### config.mk
export PLATFORM = sky130hd
export DESIGN_NAME = sram_port_arb
export DESIGN_NICKNAME = d
export VERILOG_FILES = /design/src/rtl/sram_port_arb.sv
export SDC_FILE = /design/constraint.sdc
export NUM_CORES = 1
export LEC_CHECK = 0
export CORE_AREA = 2 2 109 111
export CTS_BUF_LIST = sky130_fd_sc_hd__clkbuf_16
export DETAILED_ROUTE_END_ITERATION = 10
export DIE_AREA = 0 0 111 113
export MAX_ROUTING_LAYER = met4
export PLACE_DENSITY_LB_ADDON = 0.12
export SYNTH_ARGS = -nofsm -noshare
export SYNTH_HDL_FRONTEND = slang
export SYNTH_SLANG_ARGS = --single-unit
### constraint.sdc
create_clock -name clk -period 1.2 [get_ports clk]
set_clock_uncertainty 0.1 [all_clocks]
set_input_delay 0.12 -clock clk [delete_from_list [all_inputs] [get_ports clk]]
set_output_delay 0.12 -clock clk [all_outputs]
set_load 0.01 [all_outputs]
### src/rtl/sram_port_arb.sv
// Three-requester arbiter (boot, instruction, data) onto a single SRAM port.
// Fixed 3-cycle access: IDLE arbitrates, ACCESS drives the SRAM, RESP returns ready.
`ifndef SRAM_ADDR_W
`define SRAM_ADDR_W 16
`endif
`ifndef DATA_W
`define DATA_W 32
`endif

module sram_port_arb #(
    parameter int ADDR_W = `SRAM_ADDR_W,
    parameter int DATA_W = `DATA_W
) (
    input  logic                clk,
    input  logic                rst,
    input  logic                b_valid,
    input  logic [ADDR_W-1:0]   b_addr,
    input  logic [DATA_W-1:0]   b_wdata,
    input  logic [DATA_W/8-1:0] b_wstrb,
    output logic                b_ready,
    input  logic                i_valid,
    input  logic [ADDR_W-1:0]   i_addr,
    output logic [DATA_W-1:0]   i_rdata,
    output logic                i_ready,
    input  logic                d_valid,
    input  logic [ADDR_W-1:0]   d_addr,
    input  logic [DATA_W-1:0]   d_wdata,
    input  logic [DATA_W/8-1:0] d_wstrb,
    output logic [DATA_W-1:0]   d_rdata,
    output logic                d_ready,
    output logic                sram_en,
    output logic [ADDR_W-1:0]   sram_addr,
    output logic [DATA_W-1:0]   sram_wdata,
    output logic [DATA_W/8-1:0] sram_wstrb,
    input  logic [DATA_W-1:0]   sram_rdata
);

    typedef enum logic [1:0] {IDLE, ACCESS, RESP} state_t;
    typedef enum logic [1:0] {G_NONE, G_B, G_I, G_D} grant_t;

    state_t state, state_nx;
    grant_t grant, grant_nx;
    logic   last_d, last_d_nx;

    always_ff @(posedge clk or posedge rst) begin
        if (rst) begin
            state  <= IDLE;
            grant  <= G_NONE;
            last_d <= 1'b1;
        end else begin
            state  <= state_nx;
            grant  <= grant_nx;
            last_d <= last_d_nx;
        end
    end

    // I wins a tie only when D was the last I/D grant
    always_comb begin
        state_nx  = state;
        grant_nx  = grant;
        last_d_nx = last_d;
        unique case (state)
            IDLE: begin
                if (b_valid || i_valid || d_valid) begin
                    state_nx = ACCESS;
                    if (b_valid) begin
                        grant_nx = G_B;
                    end else if (i_valid && (!d_valid || last_d)) begin
                        grant_nx  = G_I;
                        last_d_nx = 1'b0;
                    end else begin
                        grant_nx  = G_D;
                        last_d_nx = 1'b1;
                    end
                end
            end
            ACCESS: state_nx = RESP;
            RESP: begin
                state_nx = IDLE;
                grant_nx = G_NONE;
            end
            default: begin
                state_nx = IDLE;
                grant_nx = G_NONE;
            end
        endcase
    end

    always_comb begin
        sram_en    = 1'b0;
        sram_addr  = '0;
        sram_wdata = '0;
        sram_wstrb = '0;
        if (state == ACCESS) begin
            sram_en = 1'b1;
            unique case (1'b1)
                (grant == G_B): begin
                    sram_addr  = b_addr;
                    sram_wdata = b_wdata;
                    sram_wstrb = b_wstrb;
                end
                (grant == G_I): begin
                    sram_addr = i_addr;
                end
                (grant == G_D): begin
                    sram_addr  = d_addr;
                    sram_wdata = d_wdata;
                    sram_wstrb = d_wstrb;
                end
                default: ;
            endcase
        end
    end

    assign b_ready = (state == RESP) && (grant == G_B);
    assign i_ready = (state == RESP) && (grant == G_I);
    assign d_ready = (state == RESP) && (grant == G_D);
    assign i_rdata = sram_rdata;
    assign d_rdata = sram_rdata;

endmodule

==> results of run 1 <==
[per-layer routing]
layer	track usage [%]	vias to the layer above	routed length [um]
met3	2.62	12	587
met4	2.75	0	68
met5	-	-	0
li1	-	1020	-
met2	19.7	103	3900
met1	12.6	976	2930
[critical path, stage by stage (launching register included)]
cell and delay, ps:
dfrtp_2 460, clkbuf_16 190, buf_6 110, mux2_4 290, a22oi_2 160, nor2_2 40, buf_2 140
[power by group]
part	switching [mW]	internal (mW)	leakage [nW]
clock network	0.108	0.431	0.0423
registers	0.0982	0.270	0.0575
logic	3.04	4.34	1.66
total	3.25	5.04	1.76
[cell usage in the layout (no fill, tap or decap), types with 6 or more instances in the layout]
cell type	n
clkdlybuf4s50_1	124
buf_6	53
mux2i_4	30
nor2_4	30
nor2_1	18
buf_2	18
a22oi_2	16
buf_4	13
buf_12	11
mux2_4	10
nor2_2	9
mux2_2	6
[synth_stat cells]
| master | n |
|---|---|
| o21a_1 | 2 |
| a22oi_1 | 16 |
| nand2_4 | 1 |
| mux2_2 | 16 |
| nor2_2 | 7 |
| or3_1 | 1 |
| clkbuf_2 | 1 |
| and3_1 | 1 |
| inv_1 | 4 |
| clkbuf_1 | 2 |
| buf_2 | 6 |
| a21oi_1 | 1 |
| nand2_1 | 1 |
| and2b_1 | 1 |
| o21ai_0 | 2 |
| inv_4 | 1 |
| buf_6 | 4 |
| nor3_1 | 2 |
| a31oi_1 | 1 |
| nand2b_1 | 2 |
| mux2i_1 | 36 |
| buf_4 | 66 |
| dfrtp_1 | 4 |
| nor2_1 | 50 |
| dfstp_2 | 1 |
| and3b_1 | 1 |
| nor2b_1 | 1 |
[state kept, by name, summed over array words and instances (netlist names)]
signal and flops:
grant 2, last_d 1, state 2
[stage by stage]
stage                     hold WS (ps)  utilization [%]
final                            -5.48             40.5
after detailed placement           140             33.0
after global routing              19.8             40.5
after CTS                        0.562             34.4
after floorplan                   -202                -
after global placement             140             33.0
[area by class of cell]
cell class / count / area, sq um / area share (%)
repair buffers: 231 / 2390 / 52.3
clock buffers: 3 / 75.1 / 1.64
clock inverters: 1 / 3.75 / 0.0822
multi-input cells: 142 / 1770 / 38.7
flip-flops and latches: 5 / 129 / 2.82
inverters: 5 / 26.3 / 0.575
well taps: 143 / 179 / 3.92
[worst max-delay path by stage]
stage	slack, ps	start	to
after floorplan	-130	grant[0]	sram_addr[6]
after global placement	-630	grant[1]	sram_addr[14]
after detailed placement	-630	grant[1]	sram_wdata[6]
after CTS	-840	grant[1]	sram_wdata[7]
after global routing	-690	grant[1]	sram_addr[8]
final	-640	grant[1]	sram_addr[5]
[logic make-up after synthesis]
logic type | count (synthesis)
simple gates | 68
compound gates | 22
buf+inv | 84
flops | 5
mux | 52
[repair_timing]
action                                  CTS  global route
buffers inserted                          8            19
cloned                                    0             1
gates resized for setup                 141           205
endpoints found under the setup margin   57            58
pin swaps                                 4            29
==> flow_metrics.py, run 1 <==
metrics = {
    "min_path": {
        "hold_path_class": "primary input to asynchronous set/reset pin",
    },
    "sta": {
        "report.final.slew_viol_count": 0,
        "setup_tns_ps": -29330,
        "fin_ws_ps": -639,
        "slew_headroom_pct": 81.2,
        "timing.final.crit_share_pct": 153,
        "tightest_slew_ps": 281,
        "fin_crit_ps": 1840,
        "fmax_mhz": 544,
        "hold_violations": 4,
        "hold_ws_ps": -5.48,
        "grt_setup_unrepaired": "true",
        "setup-violations-final": 57,
    },
    "synth": {
        "ys_seq_area_share_pct": 7.30,
        "synth_top_area_share_pct": 28.6,
        "syn-num-nets": 388,
        "syn_inst": 231,
        "synth_area_per_cell_sq_um": 7.50,
        "yosys.area_share.simple_pct": 17.6,
        "synth_adder_area_share_pct": 0,
        "yosys.area.top_type": "buf_4",
        "synth_xor_area_share_pct": 0,
        "synth-compound-area-share_pct": 9.03,
        "synth.distinct_cells": 27,
        "synthMuxAreaShare_pct": 31.2,
        "synth_top_family_by_area": "buffers and inverters",
        "syn_area_sq_mm": 0.00173,
        "synth_area_leaders": "buf_4 29%, mux2i_1 21%, nor2_1 11%",
        "yosys_warnings": 0,
        "ys_ff_latch": 5,
    },
    "grt": {
        "antenna_found_initial": 0,
        "grt.total_usage_pct": 11.1,
        "grt_max_degree": 18,
        "grt_pass1_wl_um": 11100,
        "grt_pass1_vias": 2143,
        "grt-ovfl-total": 0,
    },
    "die": {
        "dieArea_sq_mm": 0.0125,
        "die_h_um": 113,
        "ios": 277,
        "fp.coreArea_sq_mm": 0.0113,
        "start_util_pct": 15.4,
        "fp-row-count": 39,
        "die_w_um": 111,
    },
    "worst_setup_path": {
        "cp-end-kind": "output port",
        "start_kind": "flop",
        "rr_endpoint": "last_d",
        "cp.required_ps": 980,
        "reg2reg_from": "state[0]",
        "cp_data_arrival_time_ps": 1620,
        "path_max_fanout": 5,
        "worst-r2r-setup-slack_ps": -190,
        "reg2regPathDepth": 5,
        "path_class": "flop to output port",
    },
    "route": {
        "drt-initial-drc-count": 45,
        "vias": 2111,
        "dr.pass1.iters": 2,
        "wl_um": 7480,
        "ant_nets": 0,
        "drc_errors": 0,
        "via_per_inst": 3.98,
        "wire_per_inst_um": 14.1,
    },
    "power_and_ir_drop": {
        "p_leak_nw": 1.76,
        "ir_drop_v": 0.000837,
        "power.total_mw": 8.29,
        "p_per_area_mw_per_mm2": 1810,
    },
    "cells_and_area": {
        "fin_area_sq_mm": 0.00457,
        "fill_cells": 1134,
        "diodes": 0,
        "layout.cells.non_filler": 530,
        "final_nets": 545,
        "drive_gt1_share_pct": 56.8,
        "area_delta_synth_final_pct": 164,
    },
    "placed_design": {
        "pre_cts_ws_ps": -631,
        "placed_area_sq_mm": 0.00372,
        "dp_cells": 500,
        "routabilityCongestion": 0.785,
        "hpwl_um": 5820,
        "io_buffers": 180,
    },
    "clock_network": {
        "clkTransAtPathRegs_ps": 30,
        "htreeDepth": 1,
        "clkSinkCount": 5,
        "cts_hold_buf": 0,
        "clock_latency_ps": 220,
        "cts_buffers": 3,
        "root_buffer": "clkbuf_16",
        "cts_tree": "done",
        "cts_max_path_buffers": 2,
    },
    "run_status": {
        "status": "finished with violations",
        "failed_checks": "hold timing, setup timing",
    },
    "run": {
        "maxCapViolCount": 0,
    },
}
Power figures use the tool's default switching activity.
==> run 2: changes to the inputs <==
--- a/config.mk
+++ b/config.mk
@@ -7,10 +7,12 @@
 export LEC_CHECK = 0
 export CORE_AREA = 2 2 109 111
 export CTS_BUF_LIST = sky130_fd_sc_hd__clkbuf_16
+export CTS_CLUSTER_DIAMETER = 40
 export DETAILED_ROUTE_END_ITERATION = 10
 export DIE_AREA = 0 0 111 113
 export MAX_ROUTING_LAYER = met4
 export PLACE_DENSITY_LB_ADDON = 0.12
+export SETUP_SLACK_MARGIN = 0.4
 export SYNTH_ARGS = -nofsm -noshare
 export SYNTH_HDL_FRONTEND = slang
 export SYNTH_SLANG_ARGS = --single-unit
==> constraint.sdc (replaced) <==
create_clock -name clk -period 2.3 [get_ports clk]
set_clock_uncertainty 0.1 [all_clocks]
set_input_delay 0.23 -clock clk [delete_from_list [all_inputs] [get_ports clk]]
set_output_delay 0.23 -clock clk [all_outputs]
set_load 0.01 [all_outputs]
==> run 2 against run 1 <==
The flow now finishes without violations. Total power down 61%. Global-route usage up 1.1 points. First-iteration DRC count up 29%. Cell area down 21%. Via count down 3.6%. Sequential share of layout area up 0.79 points. Non-clock buffer count down 15. Worst hold slack better by 120 ps. Die area unchanged. Critical path depth up 1. Largest cell class unchanged. Largest power group unchanged.
==> flow_metrics.py, run 2 (synthesis gave the netlist of run 1 again) <==
metrics = {
    "run_status": {
        "status": "completed",
    },
    "grt": {
        "grt-ovfl-total": 0,
        "grt_pass1_vias": 2092,
        "grt_max_degree": 19,
        "grt.total_usage_pct": 12.2,
        "grt_pass1_wl_um": 11800,
        "antenna_found_initial": 0,
    },
    "clock_network": {
        "cts_max_path_buffers": 2,
        "cts_hold_buf": 0,
        "clkTransAtPathRegs_ps": 30,
        "clock_latency_ps": 230,
        "cts_tree": "done",
        "htreeDepth": 1,
        "root_buffer": "clkbuf_16",
        "clkSinkCount": 5,
        "cts_buffers": 3,
    },
    "die": {
        "dieArea_sq_mm": 0.0125,
        "ios": 277,
        "die_w_um": 111,
        "fp-row-count": 39,
        "fp.coreArea_sq_mm": 0.0113,
        "die_h_um": 113,
        "start_util_pct": 15.4,
    },
    "worst_setup_path": {
        "cp-end-kind": "output port",
        "cp_data_arrival_time_ps": 1600,
        "path_class": "flop to output port",
        "start_kind": "flop",
        "path_max_fanout": 8,
        "cp.required_ps": 1970,
    },
    "cells_and_area": {
        "fill_cells": 1228,
        "reg_top3": "grant: 2 flops, state: 2 flops, last_d: 1 flops",
        "mostFrequentLayoutCell": "clkdlybuf4s50_1",
        "diodes": 0,
        "final_nets": 531,
        "layout.cells.non_filler": 516,
        "layout_common_cells": "125 x clkdlybuf4s50_1, 50 x nor2_1, 33 x clkbuf_2, 26 x mux2i_1, 20 x buf_2",
        "drive_gt1_share_pct": 38.6,
        "area_delta_synth_final_pct": 108,
    },
    "route": {
        "wl_um": 8330,
        "dr.pass1.iters": 4,
        "vias": 2036,
        "drt-initial-drc-count": 58,
        "ant_nets": 0,
        "via_per_inst": 3.95,
        "wire_per_inst_um": 16.1,
        "drc_errors": 0,
    },
    "placed_design": {
        "routabilityCongestion": 0.783,
        "hpwl_um": 5770,
        "pre_cts_ws_ps": 259,
        "io_buffers": 180,
        "dp_cells": 481,
    },
    "sta": {
        "hold_ws_ps": 117,
        "report.final.slew_viol_count": 0,
        "fin_crit_ps": 1930,
        "tightest_slew_ps": 274,
        "hold_violations": 0,
        "fin_ws_ps": 367,
        "setup_tns_ps": 0,
        "timing.final.crit_share_pct": 84.1,
        "setup-violations-final": 0,
        "slew_headroom_pct": 81.7,
        "fmax_mhz": 517,
        "grt_setup_unrepaired": "true",
    },
    "power_and_ir_drop": {
        "p_per_area_mw_per_mm2": 908,
        "p_leak_nw": 1.55,
        "ir_drop_v": 0.000304,
    },
    "run": {
        "maxCapViolCount": 0,
    },
    "min_path": {
        "hold_path_class": "primary input to asynchronous set/reset pin",
    },
}
==> run 2: cell count changes in the layout (fill, tap and decap cells not counted), sizes merged <==
| cell | before | now |
|---|---|---|
| buf | 98 | 53 |
| clkdlybuf4s50 | 124 | 125 |
| clkbuf | 7 | 39 |
| dlygate4sd2 | 5 | 2 |
| nand2 | 2 | 3 |
==> run 2: timing repair <==
action / 4_1_cts / 5_1_grt
gates cloned: 4 / 3
endpoints found under the hold margin: 0 / 0
buffers inserted: 14 / 10
resized for setup: 83 / 148
pin swaps: 1 / 5
setup endpoints to repair: 55 / 53
==> run 2: metal layers <==
| metal | vias to the layer above | track usage, % | routed length (um) |
|---|---|---|---|
| met2 | 76 | 23.3 | 4510 |
| met3 | 23 | 1.61 | 445 |
| met4 | 0 | 4.75 | 195 |
| li1 | 1000 | - | - |
| met5 | - | - | 0 |
| met1 | 937 | 12.7 | 3180 |
==> run 2: through the flow <==
step                      utilization [%]  total power, mW  cell area (sq um)
after floorplan                         -             1.48               1730
after global placement               28.4             2.32               3200
after detailed placement             28.4             2.32               3200
after CTS                            31.1             2.97               3500
after global routing                 31.9             3.51               3600
final                                31.9             3.27               3600
==> run 2: critical path: stages (launching register included) <==
cell	delay (ps)
dfrtp_2	440
buf_4	150
buf_8	140
buf_16	150
buf_12	140
mux2i_2	170
nor2_1	50
buf_2	140
==> run 2: final cells by class <==
cell class | instances | area, sq um | area share [%]
clock buffer | 3 | 75.1 | 2.09
multi-input combinational | 143 | 1180 | 32.9
inverter | 5 | 21.3 | 0.591
timing repair buffer | 216 | 2010 | 55.7
tap | 143 | 179 | 4.97
sequential | 5 | 130 | 3.62
clock inverter | 1 | 3.75 | 0.104
==> run 2: final timing paths <==
kind / startpoint / endpoint / slack [ps] / cells after the start
worst min-delay path: rst / state[1] / 120 / 2
worst min register to register: last_d / last_d / 390 / 2
min in group clk: sram_rdata[30] / d_rdata[30] / 360 / 0
worst max register to register: state[1] / last_d / 1000 / 4
worst max-delay path: grant[1] / sram_wdata[3] / 370 / 7
max in group asynchronous: rst / last_d / 1730 / 2
==> run 2: report_power, final <==
| group | leakage (nW) | internal (mW) | switching, mW |
|---|---|---|---|
| logic | 1.46 | 1.56 | 1.23 |
| registers | 0.0563 | 0.142 | 0.0584 |
| clock network | 0.0423 | 0.225 | 0.0564 |
==> run 3: changes to the inputs <==
--- a/config.mk
+++ b/config.mk
@@ -5,11 +5,11 @@
 export SDC_FILE = /design/constraint.sdc
 export NUM_CORES = 1
 export LEC_CHECK = 0
-export CORE_AREA = 2 2 109 111
+export CORE_AREA = 2 2 107 109
 export CTS_BUF_LIST = sky130_fd_sc_hd__clkbuf_16
 export CTS_CLUSTER_DIAMETER = 40
 export DETAILED_ROUTE_END_ITERATION = 10
-export DIE_AREA = 0 0 111 113
+export DIE_AREA = 0 0 109 111
 export MAX_ROUTING_LAYER = met4
 export PLACE_DENSITY_LB_ADDON = 0.12
 export SETUP_SLACK_MARGIN = 0.4
==> constraint.sdc (replaced) <==
create_clock -name clk -period 1.8 [get_ports clk]
set_clock_uncertainty 0.1 [all_clocks]
set_input_delay 0.18 -clock clk [delete_from_list [all_inputs] [get_ports clk]]
set_output_delay 0.18 -clock clk [all_outputs]
set_load 0.01 [all_outputs]
==> run 3 against run 2 <==
The run now ends with setup timing left. Cell count down 1.7%. Critical path depth decreased by 1. Flip-flop and latch count is the same. Via count fell by 0.83%. Non-clock buffer count shrank 8. Worst setup slack got worse by 460 ps. Combinational power increased by 28%. Total power up 27%. First-iteration DRC count down 12%. Cell area is 0.56% higher. Largest power group unchanged.
==> flow_metrics.py, run 3 (synthesis gave the netlist of run 1 again) <==
metrics = {
    "grt": {
        "grt-ovfl-total": 0,
        "grt_max_degree": 25,
        "grt_pass1_vias": 1990,
        "grt_pass1_wl_um": 11100,
        "grt.total_usage_pct": 12.2,
        "antenna_found_initial": 0,
    },
    "min_path": {
        "hold_path_class": "primary input to asynchronous set/reset pin",
    },
    "cells_and_area": {
        "area_delta_synth_final_pct": 109,
        "fin_area_sq_mm": 0.00362,
        "multiInputGateArea_sq_mm": 0.00123,
        "diodes": 0,
        "drive_gt1_share_pct": 39.6,
        "layout.cells.non_filler": 507,
        "fill_cells": 1223,
        "seqCellArea_sq_um": 128,
        "reg_top3": "grant: 2 flops, state: 2 flops, last_d: 1 flops",
        "mostFrequentLayoutCell": "clkdlybuf4s50_1",
        "final_nets": 522,
        "layout_common_cells": "124 x clkdlybuf4s50_1, 49 x buf_2, 47 x nor2_1, 24 x mux2i_1, 15 x a22oi_2",
        "fin_util_pct": 32.7,
    },
    "route": {
        "drc_errors": 0,
        "dr.pass1.iters": 4,
        "drt-initial-drc-count": 51,
        "vias": 2019,
        "wire_per_inst_um": 15.7,
        "ant_nets": 0,
        "via_per_inst": 3.98,
        "wl_um": 7960,
    },
    "worst_setup_path": {
        "cp-end-kind": "output port",
        "cp.required_ps": 1520,
        "path_max_fanout": 8,
        "cp_data_arrival_time_ps": 1610,
        "worst-r2r-setup-slack_ps": 500,
        "path_class": "flop to output port",
        "start_kind": "flop",
    },
    "sta": {
        "grt_setup_unrepaired": "true",
        "slew_headroom_pct": 83.5,
        "hold_violations": 0,
        "report.final.slew_viol_count": 0,
        "setup_tns_ps": -881,
        "hold_ws_ps": 56.2,
        "fmax_mhz": 529,
        "setup-violations-final": 26,
        "tightest_slew_ps": 246,
        "fin_crit_ps": 1890,
        "timing.final.crit_share_pct": 105,
        "fin_ws_ps": -89.1,
    },
    "clock_network": {
        "htreeDepth": 1,
        "root_buffer": "clkbuf_16",
        "clkSinkCount": 5,
        "cts_tree": "done",
        "cts_buffers": 3,
        "clkTransAtPathRegs_ps": 30,
        "cts_hold_buf": 0,
        "clock_latency_ps": 230,
        "cts_max_path_buffers": 2,
    },
    "placed_design": {
        "placed_area_sq_mm": 0.00331,
        "routabilityCongestion": 0.735,
        "io_buffers": 180,
        "pre_cts_ws_ps": -145,
        "hpwl_um": 6320,
        "dp_cells": 490,
    },
    "power_and_ir_drop": {
        "p_sw_mw": 1.69,
        "p_sw_share_pct": 40.7,
        "comb_power_share_pct": 85.8,
        "p_seq_share_pct": 5.6,
        "ir_drop_v": 0.000489,
        "power.total_mw": 4.16,
        "power_frac_clock_pct": 8.6,
        "p_int_mw": 2.47,
        "p_leak_nw": 1.56,
        "p_per_area_mw_per_mm2": 1150,
    },
    "die": {
        "ios": 277,
        "die_w_um": 109,
        "start_util_pct": 15.6,
        "die_h_um": 111,
        "fp.coreArea_sq_mm": 0.0111,
        "fp-row-count": 39,
        "dieArea_sq_mm": 0.0121,
    },
    "run_status": {
        "failed_checks": "setup timing",
        "status": "finished with violations",
    },
    "run": {
        "maxCapViolCount": 0,
    },
}
[run 3: cell types whose count changed in the layout (fill, tap and decap cells not counted), moves of 5 or more]
cell	change
buf_6	+7
clkbuf_2	-33
buf_4	-11
buf_2	+29
mux2_4	+5
mux2_2	-5
a22oi_1	-5
a22oi_2	+5
[run 3: worst paths after layout]
path                                     start       endpoint  cells after the start
worst min register to register          last_d         last_d                      2
worst max-delay path                  grant[1]  sram_addr[11]                      6
min in group clk                sram_rdata[12]    d_rdata[12]                      0
worst min-delay path                       rst       state[0]                      2
max in group asynchronous                  rst         last_d                      2
worst max register to register        state[1]         last_d                      4
[run 3: power groups by stage]
stage	Sequential (mW)	Clock [mW]	Combinational, mW
after detailed placement	0.228	0	2.98
after CTS	0.230	0.366	3.40
after floorplan	0.222	0	1.72
final	0.232	0.358	3.57
after global placement	0.228	0	2.98
after global routing	0.241	0.373	3.82
[run 3: metal layers]
metal / track usage (%) / wire length [um]
met5: - / 0
met4: 2.05 / 106
met3: 2.88 / 771
met2: 21.8 / 4130
met1: 13.7 / 2960
[run 3: timing repair]
item / 4_1_cts / 5_1_grt
resized for setup: 260 / 32
pin swaps: 11 / 11
endpoints found under the setup margin: 56 / 56
gates cloned: 3 / 0
setup buffers: 6 / 4
[run 3: final cells by class]
| cell class | instances | share of cell area (%) |
|---|---|---|
| multi-input cells | 142 | 33.9 |
| clock inverters | 1 | 0.104 |
| repair buffers | 208 | 54.8 |
| inverters | 5 | 0.588 |
| flip-flops and latches | 5 | 3.53 |
| well taps | 143 | 4.94 |
| clock buffers | 3 | 2.07 |
[run 3: critical path, cell delays in order, from the launching register on]
cell and delay, ps:
dfrtp_2 450, buf_12 150, buf_12 140, mux2_4 300
a22oi_2 140, nor2_1 60, buf_2 140
